**config.mk**
```make
export PLATFORM = sky130hd
export DESIGN_NAME = id_ex_stage
export DESIGN_NICKNAME = d
export VERILOG_FILES = /design/src/rtl/id_ex_stage.sv
export SDC_FILE = /design/constraint.sdc
export NUM_CORES = 1
export LEC_CHECK = 0
export ABC_AREA = 1
export CAP_MARGIN = 25
export CORE_AREA = 10 10 213 215
export CTS_CLUSTER_SIZE = 20
export DETAILED_ROUTE_END_ITERATION = 8
export DIE_AREA = 0 0 223 225
export GPL_TIMING_DRIVEN = 0
export PLACE_DENSITY_LB_ADDON = 0.25
export SETUP_SLACK_MARGIN = 0.05
export SYNTH_ARGS = -nofsm -noshare
export SYNTH_HDL_FRONTEND = slang
export SYNTH_SLANG_ARGS = --single-unit
export TNS_END_PERCENT = 1
```
**constraint.sdc**
```tcl
create_clock -name clk -period 1.86 [get_ports clk]
set_clock_uncertainty 0.2 [all_clocks]
set_input_delay 0.279 -clock clk [delete_from_list [all_inputs] [get_ports clk]]
set_output_delay 0.279 -clock clk [all_outputs]
set_load 0.03 [all_outputs]
```
**src/rtl/id_ex_stage.sv**
```systemverilog
// ---------------------------------------------------------------------------
// id_ex_stage
//
// ID/EX pipeline register for a five-stage LEGv8-style pipeline. It picks the
// Rn/Rm operands (forwarding from the EX/MEM and MEM/WB writers, with X31
// hard-wired to zero) and registers them with the immediate, destination
// register and control word for the EX stage. It also detects load-use
// hazards and inserts a one-cycle bubble for stalls, flushes and empty slots.
//
// Ports
//   clk                       rising-edge clock
//   reset                     asynchronous, active-low; clears all state
//   id_valid                  ID holds a real instruction
//   id_Rn, id_Rm, id_Rd       source/destination register numbers (5 bits)
//   id_RegData1, id_RegData2  register-file read data for Rn / Rm (64 bits)
//   id_Imm                    sign-extended immediate (64 bits)
//   id_ctrl                   {RegWrite, MemRead, MemWrite, MemToReg,
//                              ALUSrc, ALUOp[2:0]}
//   flush                     squash the ID instruction (taken branch)
//   mem_RegWrite/Rd/Result    EX/MEM writer (forwarding source, youngest)
//   wb_RegWrite/Rd/Data       MEM/WB writer (same write as the reg file)
//   stall                     load-use hazard; PC and IF/ID hold
//   ex_valid, ex_A, ex_B, ex_Imm, ex_Rd, ex_ctrl
//                             registered EX-stage operands and control
// ---------------------------------------------------------------------------
module id_ex_stage (
  input  logic        clk,
  input  logic        reset,
  input  logic        id_valid,
  input  logic [4:0]  id_Rn,
  input  logic [4:0]  id_Rm,
  input  logic [4:0]  id_Rd,
  input  logic [63:0] id_RegData1,
  input  logic [63:0] id_RegData2,
  input  logic [63:0] id_Imm,
  input  logic [7:0]  id_ctrl,
  input  logic        flush,
  input  logic        mem_RegWrite,
  input  logic [4:0]  mem_Rd,
  input  logic [63:0] mem_Result,
  input  logic        wb_RegWrite,
  input  logic [4:0]  wb_Rd,
  input  logic [63:0] wb_Data,
  output logic        stall,
  output logic        ex_valid,
  output logic [63:0] ex_A,
  output logic [63:0] ex_B,
  output logic [63:0] ex_Imm,
  output logic [4:0]  ex_Rd,
  output logic [7:0]  ex_ctrl
);

  localparam logic [4:0] XZR         = 5'd31;
  localparam int         CTRL_MEMRD  = 6;

  logic        ex_valid_q, ex_valid_d;
  logic [63:0] ex_a_q,     ex_a_d;
  logic [63:0] ex_b_q,     ex_b_d;
  logic [63:0] ex_imm_q,   ex_imm_d;
  logic [4:0]  ex_rd_q,    ex_rd_d;
  logic [7:0]  ex_ctrl_q,  ex_ctrl_d;

  logic        bubble;
  logic [63:0] op_a;
  logic [63:0] op_b;

  // Operand select. X31 always reads zero, so checking the source register
  // first also guarantees that a writer targeting X31 is never forwarded.
  // MEM is checked before WB so the younger result wins.
  function automatic logic [63:0] select_operand(
    input logic [4:0]  src,
    input logic [63:0] rf_data,
    input logic        mem_we,
    input logic [4:0]  mem_rd,
    input logic [63:0] mem_val,
    input logic        wb_we,
    input logic [4:0]  wb_rd,
    input logic [63:0] wb_val
  );
    logic [63:0] result;
    if (src == XZR) begin
      result = 64'd0;
    end else if (mem_we && (mem_rd == src)) begin
      result = mem_val;
    end else if (wb_we && (wb_rd == src)) begin
      result = wb_val;
    end else begin
      result = rf_data;
    end
    return result;
  endfunction

  // Load-use hazard: the EX instruction is a load whose (non-X31) target is
  // a source of the ID instruction. Because the bubble clears ex_valid, this
  // can only hold for one cycle per load.
  always_comb begin
    stall = id_valid && ex_valid_q && ex_ctrl_q[CTRL_MEMRD] &&
            (ex_rd_q != XZR) &&
            ((ex_rd_q == id_Rn) || (ex_rd_q == id_Rm));
  end

  always_comb begin
    op_a = select_operand(id_Rn, id_RegData1, mem_RegWrite, mem_Rd, mem_Result,
                          wb_RegWrite, wb_Rd, wb_Data);
    op_b = select_operand(id_Rm, id_RegData2, mem_RegWrite, mem_Rd, mem_Result,
                          wb_RegWrite, wb_Rd, wb_Data);
  end

  // A bubble only kills valid and control; the datapath fields keep their
  // old values so nothing toggles needlessly in EX.
  always_comb begin
    bubble     = stall || flush || !id_valid;
    ex_valid_d = 1'b0;
    ex_ctrl_d  = 8'd0;
    ex_a_d     = ex_a_q;
    ex_b_d     = ex_b_q;
    ex_imm_d   = ex_imm_q;
    ex_rd_d    = ex_rd_q;
    if (!bubble) begin
      ex_valid_d = 1'b1;
      ex_ctrl_d  = id_ctrl;
      ex_a_d     = op_a;
      ex_b_d     = op_b;
      ex_imm_d   = id_Imm;
      ex_rd_d    = id_Rd;
    end
  end

  always_ff @(posedge clk or negedge reset) begin
    if (!reset) begin
      ex_valid_q <= 1'b0;
      ex_a_q     <= 64'd0;
      ex_b_q     <= 64'd0;
      ex_imm_q   <= 64'd0;
      ex_rd_q    <= 5'd0;
      ex_ctrl_q  <= 8'd0;
    end else begin
      ex_valid_q <= ex_valid_d;
      ex_a_q     <= ex_a_d;
      ex_b_q     <= ex_b_d;
      ex_imm_q   <= ex_imm_d;
      ex_rd_q    <= ex_rd_d;
      ex_ctrl_q  <= ex_ctrl_d;
    end
  end

  assign ex_valid = ex_valid_q;
  assign ex_A     = ex_a_q;
  assign ex_B     = ex_b_q;
  assign ex_Imm   = ex_imm_q;
  assign ex_Rd    = ex_rd_q;
  assign ex_ctrl  = ex_ctrl_q;

endmodule
```
Word-level counts from Yosys, hierarchy flattened
Cells that the tools add are included.

Bits in registers: 206. Input port bits: 359. Output and inout port bits: 207. Logic and storage cells: 35.

Eq/ne operators: 9. Muxes and demuxes: 8. Reduce and logical (&&, ||, !) cells: 12.

Operator list (count): $mux W64 (6); $eq A5 B5 Y1 (6); $eq A5 B5 Y1 const B (2); $logic_and A1 B1 Y1 (8); $mux W8 (1); $ne A5 B5 Y1 const B (1); $logic_or A1 B1 Y1 (3); $logic_not A1 Y1 (1); $mux W1 (1).

Logic depth before layout (Yosys ltp)
Word-level depth: 7. Mapped depth: 13. Depth with buffers taken out: 11.

Worst setup path after synthesis
No wires, ideal clock.

Kind: reg-to-reg. Start: reg ex_rd_q[4], in the netlist ex_Rd[4]. End: reg ex_imm_q[10], in the netlist ex_Imm[10]. Setup time: 0.117 ns. Data arrival time: 1.560 ns. Required time: 1.543 ns. Slack: -0.016 ns. Stages on the path, launching flop included: 14. Buffers on the path: 2. Period minus slack after synthesis: 1.876 ns. Path through: dfrtp_1 inv_1 nand2_1 nand2_1 nor2_1 nand3_1 nand2_1 nand2_1 nand2_4 inv_2 buf_6 buf_6 nand2_1 nand2_1.

Cells in the longest elaborated chain, start to end: 5. Elaborated cells between the ends (all ways): 8. Those cells by class: eq/ne: 3; reduce/logical: 5.

RTL lines: from (decl) (line 60) `logic [4:0] ex_rd_q, ex_rd_d;`; from (signal assigned) (line 142) `ex_rd_q <= ex_rd_d;`; $ne A5 B5 Y1 or $eq A5 B5 Y1 (tied branches) (line 98, 99); $logic_and A1 B1 Y1 or $logic_or A1 B1 Y1 (tied branches) (line 97, 99); $logic_and A1 B1 Y1 (*) (line 98) `(ex_rd_q != XZR) &&`; $logic_or A1 B1 Y1 (*) (2 in a row) (line 112) `bubble = stall || flush || !id_valid;`; to (signal assigned) (line 141) `ex_imm_q <= ex_imm_d;`; to (decl) (line 59) `logic [63:0] ex_imm_q, ex_imm_d;`.

Mark *: on every way between the ends. The rest lies on a longest branch, timed or not. A chain may end at the register's enable or synchronous reset.

Worst setup path in the final report
Start: reg ex_rd_q[0], in the netlist ex_Rd[0]. End: out stall.

Cells in the longest elaborated chain, start to end: 3. Elaborated cells between the ends (all ways): 6. Those cells by class: eq/ne: 3; reduce/logical: 3.

RTL lines: $ne A5 B5 Y1 or $eq A5 B5 Y1 (tied branches) (line 98, 99); $logic_and A1 B1 Y1 or $logic_or A1 B1 Y1 (tied branches) (line 97, 99); $logic_and A1 B1 Y1 (*) (line 98); to (decl) (line 44) `output logic stall,`.

Marked as above.

==> impl_metrics.py <==
metrics = {
    "logic_synthesis": {
        "synth_area_um2": 12600,
        "yosys-top-cells-area": "dfrtp_1 (41%), nand2_1 (27%), nand3_1 (11%), inv_1 (6.6%), nand4_1 (6.4%)",
        "synthSimpleGateAreaFrac_pct": 45.0,
        "yosys_most_used_dff": "dfrtp_1",
        "yosys-top-cells-count": "nand2_1 (892), nand3_1 (265), inv_1 (221)",
        "synth_top_family_by_area": "simple AND/OR/NAND/NOR gates",
        "synth.area.mux_share_pct": 0,
        "ys_seq_area_share_pct": 40.9,
        "synth.distinct_cells": 24,
        "synthXorXnorAreaFrac_pct": 0.416,
        "synthArstFlopShare_pct": 100,
        "synthesis.nets": 2269,
        "synth_top_area_share_pct": 40.9,
        "ys_seq_elements": 206,
        "synth-adder-area-share_pct": 0,
        "syn_area_per_cell_um2": 6.61,
        "synth-edff-count": 0,
        "syn_inst": 1910,
        "synth_most_common_cell": "nand2_1",
        "yosysTopAreaCell": "dfrtp_1",
        "synth_compound_area_share_pct": 0.565,
        "yosysWarnings": 0,
    },
    "floorplan": {
        "dieWidth_um": 223,
        "start_util_pct": 30.5,
        "dieArea_um2": 50200,
        "fp.dieH_um": 225,
        "fp.coreArea_um2": 41400,
        "fp-row-count": 75,
        "io_pins": 566,
    },
    "critical_path": {
        "startpoint": "ex_Rd[0]",
        "r2r_end": "ex_B[35]",
        "critical_path.max_fanout": 6,
        "critPathCaptureType": "primary output",
        "crit_arrival_ns": 1.66,
        "critical_path_class": "reg2out",
        "r2r_cells": 15,
        "cp_cell_sequence": "nand2_1 > inv_1 > nor2_2 > nor2_2 > nand3_1 > nand2_1 > nand2_2 > inv_2 > buf_6",
        "rr_startpoint": "ex_Rd[0]",
        "cp-start-kind": "flip-flop",
        "rrSetupSlack_ns": -0.24,
        "crit_path_top_delay_cell": "dfrtp_2",
        "crit_path_max_incr_delay_ns": 0.45,
        "critPathCapture": "stall",
        "cp.required_ns": 1.38,
    },
    "power": {
        "leakagePower_nw": 10.8,
        "netSwitchingFraction_pct": 36.1,
        "pwr-share-clk_pct": 31.0,
        "power_mw": 15.6,
        "power_switching_mw": 5.65,
        "p_seq_share_pct": 34.8,
        "powerDensity_nw_per_um2": 768,
        "p_int_mw": 9.99,
        "vdd_drop_max_v": 0.000559,
        "p_comb_share_pct": 34.2,
    },
    "clocking": {
        "cts.sinks": 206,
        "cts_tree": "built",
        "cts_root_buffer": "clkbuf_16",
        "insertion_delay_ns": 0.54,
        "clk_pin_slew_worst_paths_ns": 0.06,
        "numCtsBuffers": 26,
        "clk_path_buf_depth": 3,
        "cts_max_level": 1,
    },
    "drt": {
        "wl_per_cell_um": 21.0,
        "drc": 0,
        "vias_per_cell": 4.92,
        "postRouteAntennaNets": 0,
        "num_vias": 15200,
        "dr.pass1.iters": 6,
        "drtIter0Drc": 1445,
        "drt-total-wl_mm": 65.0,
    },
    "global_route": {
        "grt_antenna_before_repair": 11,
        "grt_remaining_overflow": 0,
        "grt_pass1_vias": 15200,
        "grt_max_degree": 107,
        "grt_pass1_wl_mm": 95.6,
        "gr-usage-all-layers_pct": 24.5,
    },
    "layout": {
        "drive_gt1_share_pct": 14.8,
        "final_nets": 2887,
        "n_fill_cell": 4142,
        "post-route-util_pct": 49.2,
        "syn2layout_area_growth_pct": 61.4,
        "fin_area_um2": 20400,
        "final_cells": 3094,
    },
    "sta": {
        "setup_slack_ns": -0.277,
        "fmax_mhz": 468,
        "period_needed_ns": 2.14,
        "max_slew_margin_pct": 43.1,
        "drv_slew": 0,
        "worst_slew_pin_slew_ns": 0.853,
        "holdWs_ns": 0.0666,
        "final_hold_viol_count": 0,
        "setup_viol": 199,
        "grt_setup_unrepaired": "yes",
        "finalCritPeriodShare_pct": 115,
        "setup_tns_ns": -23.35,
    },
    "place": {
        "place_hpwl_mm": 49.3,
        "dp_cells": 3015,
        "port_buffers": 565,
        "placed_area_um2": 19000,
        "gp_congestion": 0.909,
        "place_ws_ns": -1.22,
    },
    "status": {
        "outcome": "finished with violations",
        "violations": "setup timing",
    },
    "worst_hold_path": {
        "hp-class": "in2reg",
    },
    "job": {
        "drv_cap": 0,
    },
}
-- layer usage --
metal	global-route usage, %	routed length, um	part of all wire (%)
met4	8.91	2240	3.4
met2	41.4	32000	49
met1	29.5	25800	40
met5	0	0	0
met3	6.08	4900	7.5
-- flip-flops by register name, summed over array words and instances (netlist names) --
| signal | cells |
|---|---|
| ex_ctrl | 8 |
| ex_Rd | 5 |
| ex_Imm | 64 |
| ex_valid | 1 |
| ex_B | 64 |
| ex_A | 64 |
-- how the worst min path moves through the flow --
stage                   start         to  slack (ns)  depth (start not counted)
floorplan               reset    ex_A[0]       -0.22                          0
global placement      ex_A[1]    ex_A[1]        0.26                          2
detailed placement      reset   ex_B[18]        0.16                          1
CTS                 id_Imm[6]  ex_Imm[6]        0.04                          3
global route        id_Imm[4]  ex_Imm[4]        0.05                          3
finish              id_Imm[6]  ex_Imm[6]        0.07                          3
-- repair_timing --
| action | 4_1_cts | 5_1_grt |
|---|---|---|
| hold buffers | 1 | 0 |
| setup buffers | 18 | 3 |
| hold endpoints to repair | 105 | 0 |
| gates cloned | 2 | 0 |
| gates resized for setup | 561 | 129 |
| setup endpoints to repair | 412 | 293 |
| pin swaps | 16 | 6 |
-- cell type report --
class                      count  area, um^2  share of cell area, %
tap                          539         674                   3.31
inverter                     227         852                   4.18
multi-input combinational   1344        5960                   29.2
timing repair buffer         589        5800                   28.5
clock inverter                 6        32.5                  0.160
clock buffer                  38         767                   3.77
buffer                       134        1100                   5.41
antenna                       11        27.5                  0.135
sequential                   206        5160                   25.3
-- cells by family (layout without fill, tap and decap cells) --
group / after synthesis / after routing
simple gates: 1323 / 1324
buf+inv: 361 / 994
flops: 206 / 206
compound gates: 14 / 14
xor+xnor: 6 / 6
other cells: 0 / 11
-- critical path: cells and delay by family, from the launching register on --
kind                   cells  cell delay, ns
DFF                        1            0.45
and+or+nand+nor            6            0.44
buffers and inverters      3            0.21
-- power by group through the flow --
stage          Sequential (mW)  Combinational (mW)  Clock [mW]
6_report                  5.44                5.35        4.84
5_1_grt                   5.51                5.72        5.16
4_1_cts                   5.43                5.39        4.98
3_5_place_dp              5.50                5.48           0
3_3_place_gp              5.49                5.46           0
2_1_floorplan             6.66                1.42           0
-- cells in the final DEF (no fill, tap or decap), types with 3 or more instances in the layout --
| cell type | instances |
|---|---|
| nand4_1 | 129 |
| buf_8 | 16 |
| xnor2_1 | 6 |
| clkdlybuf4s15_1 | 61 |
| buf_12 | 9 |
| clkbuf_16 | 27 |
| buf_2 | 40 |
| dlygate4sd2_1 | 17 |
| inv_2 | 10 |
| inv_1 | 217 |
| buf_6 | 28 |
| clkbuf_2 | 60 |
| diode_2 | 11 |
| nor2_4 | 4 |
| nand3_4 | 3 |
| clkdlybuf4s15_2 | 81 |
| o21ai_1 | 5 |
| nor2_2 | 7 |
| clkinv_2 | 5 |
| o21ai_0 | 3 |
| clkbuf_4 | 11 |
| dfrtp_1 | 201 |
| clkbuf_8 | 5 |
| nand2_2 | 21 |
| nor2_1 | 16 |
| nand2_1 | 871 |
| nand3_1 | 264 |
| buf_4 | 34 |
| clkdlybuf4s50_1 | 355 |
| dfrtp_2 | 5 |
| a21oi_1 | 3 |
| clkbuf_1 | 14 |
No activity file was read; power rests on OpenSTA's default activity.
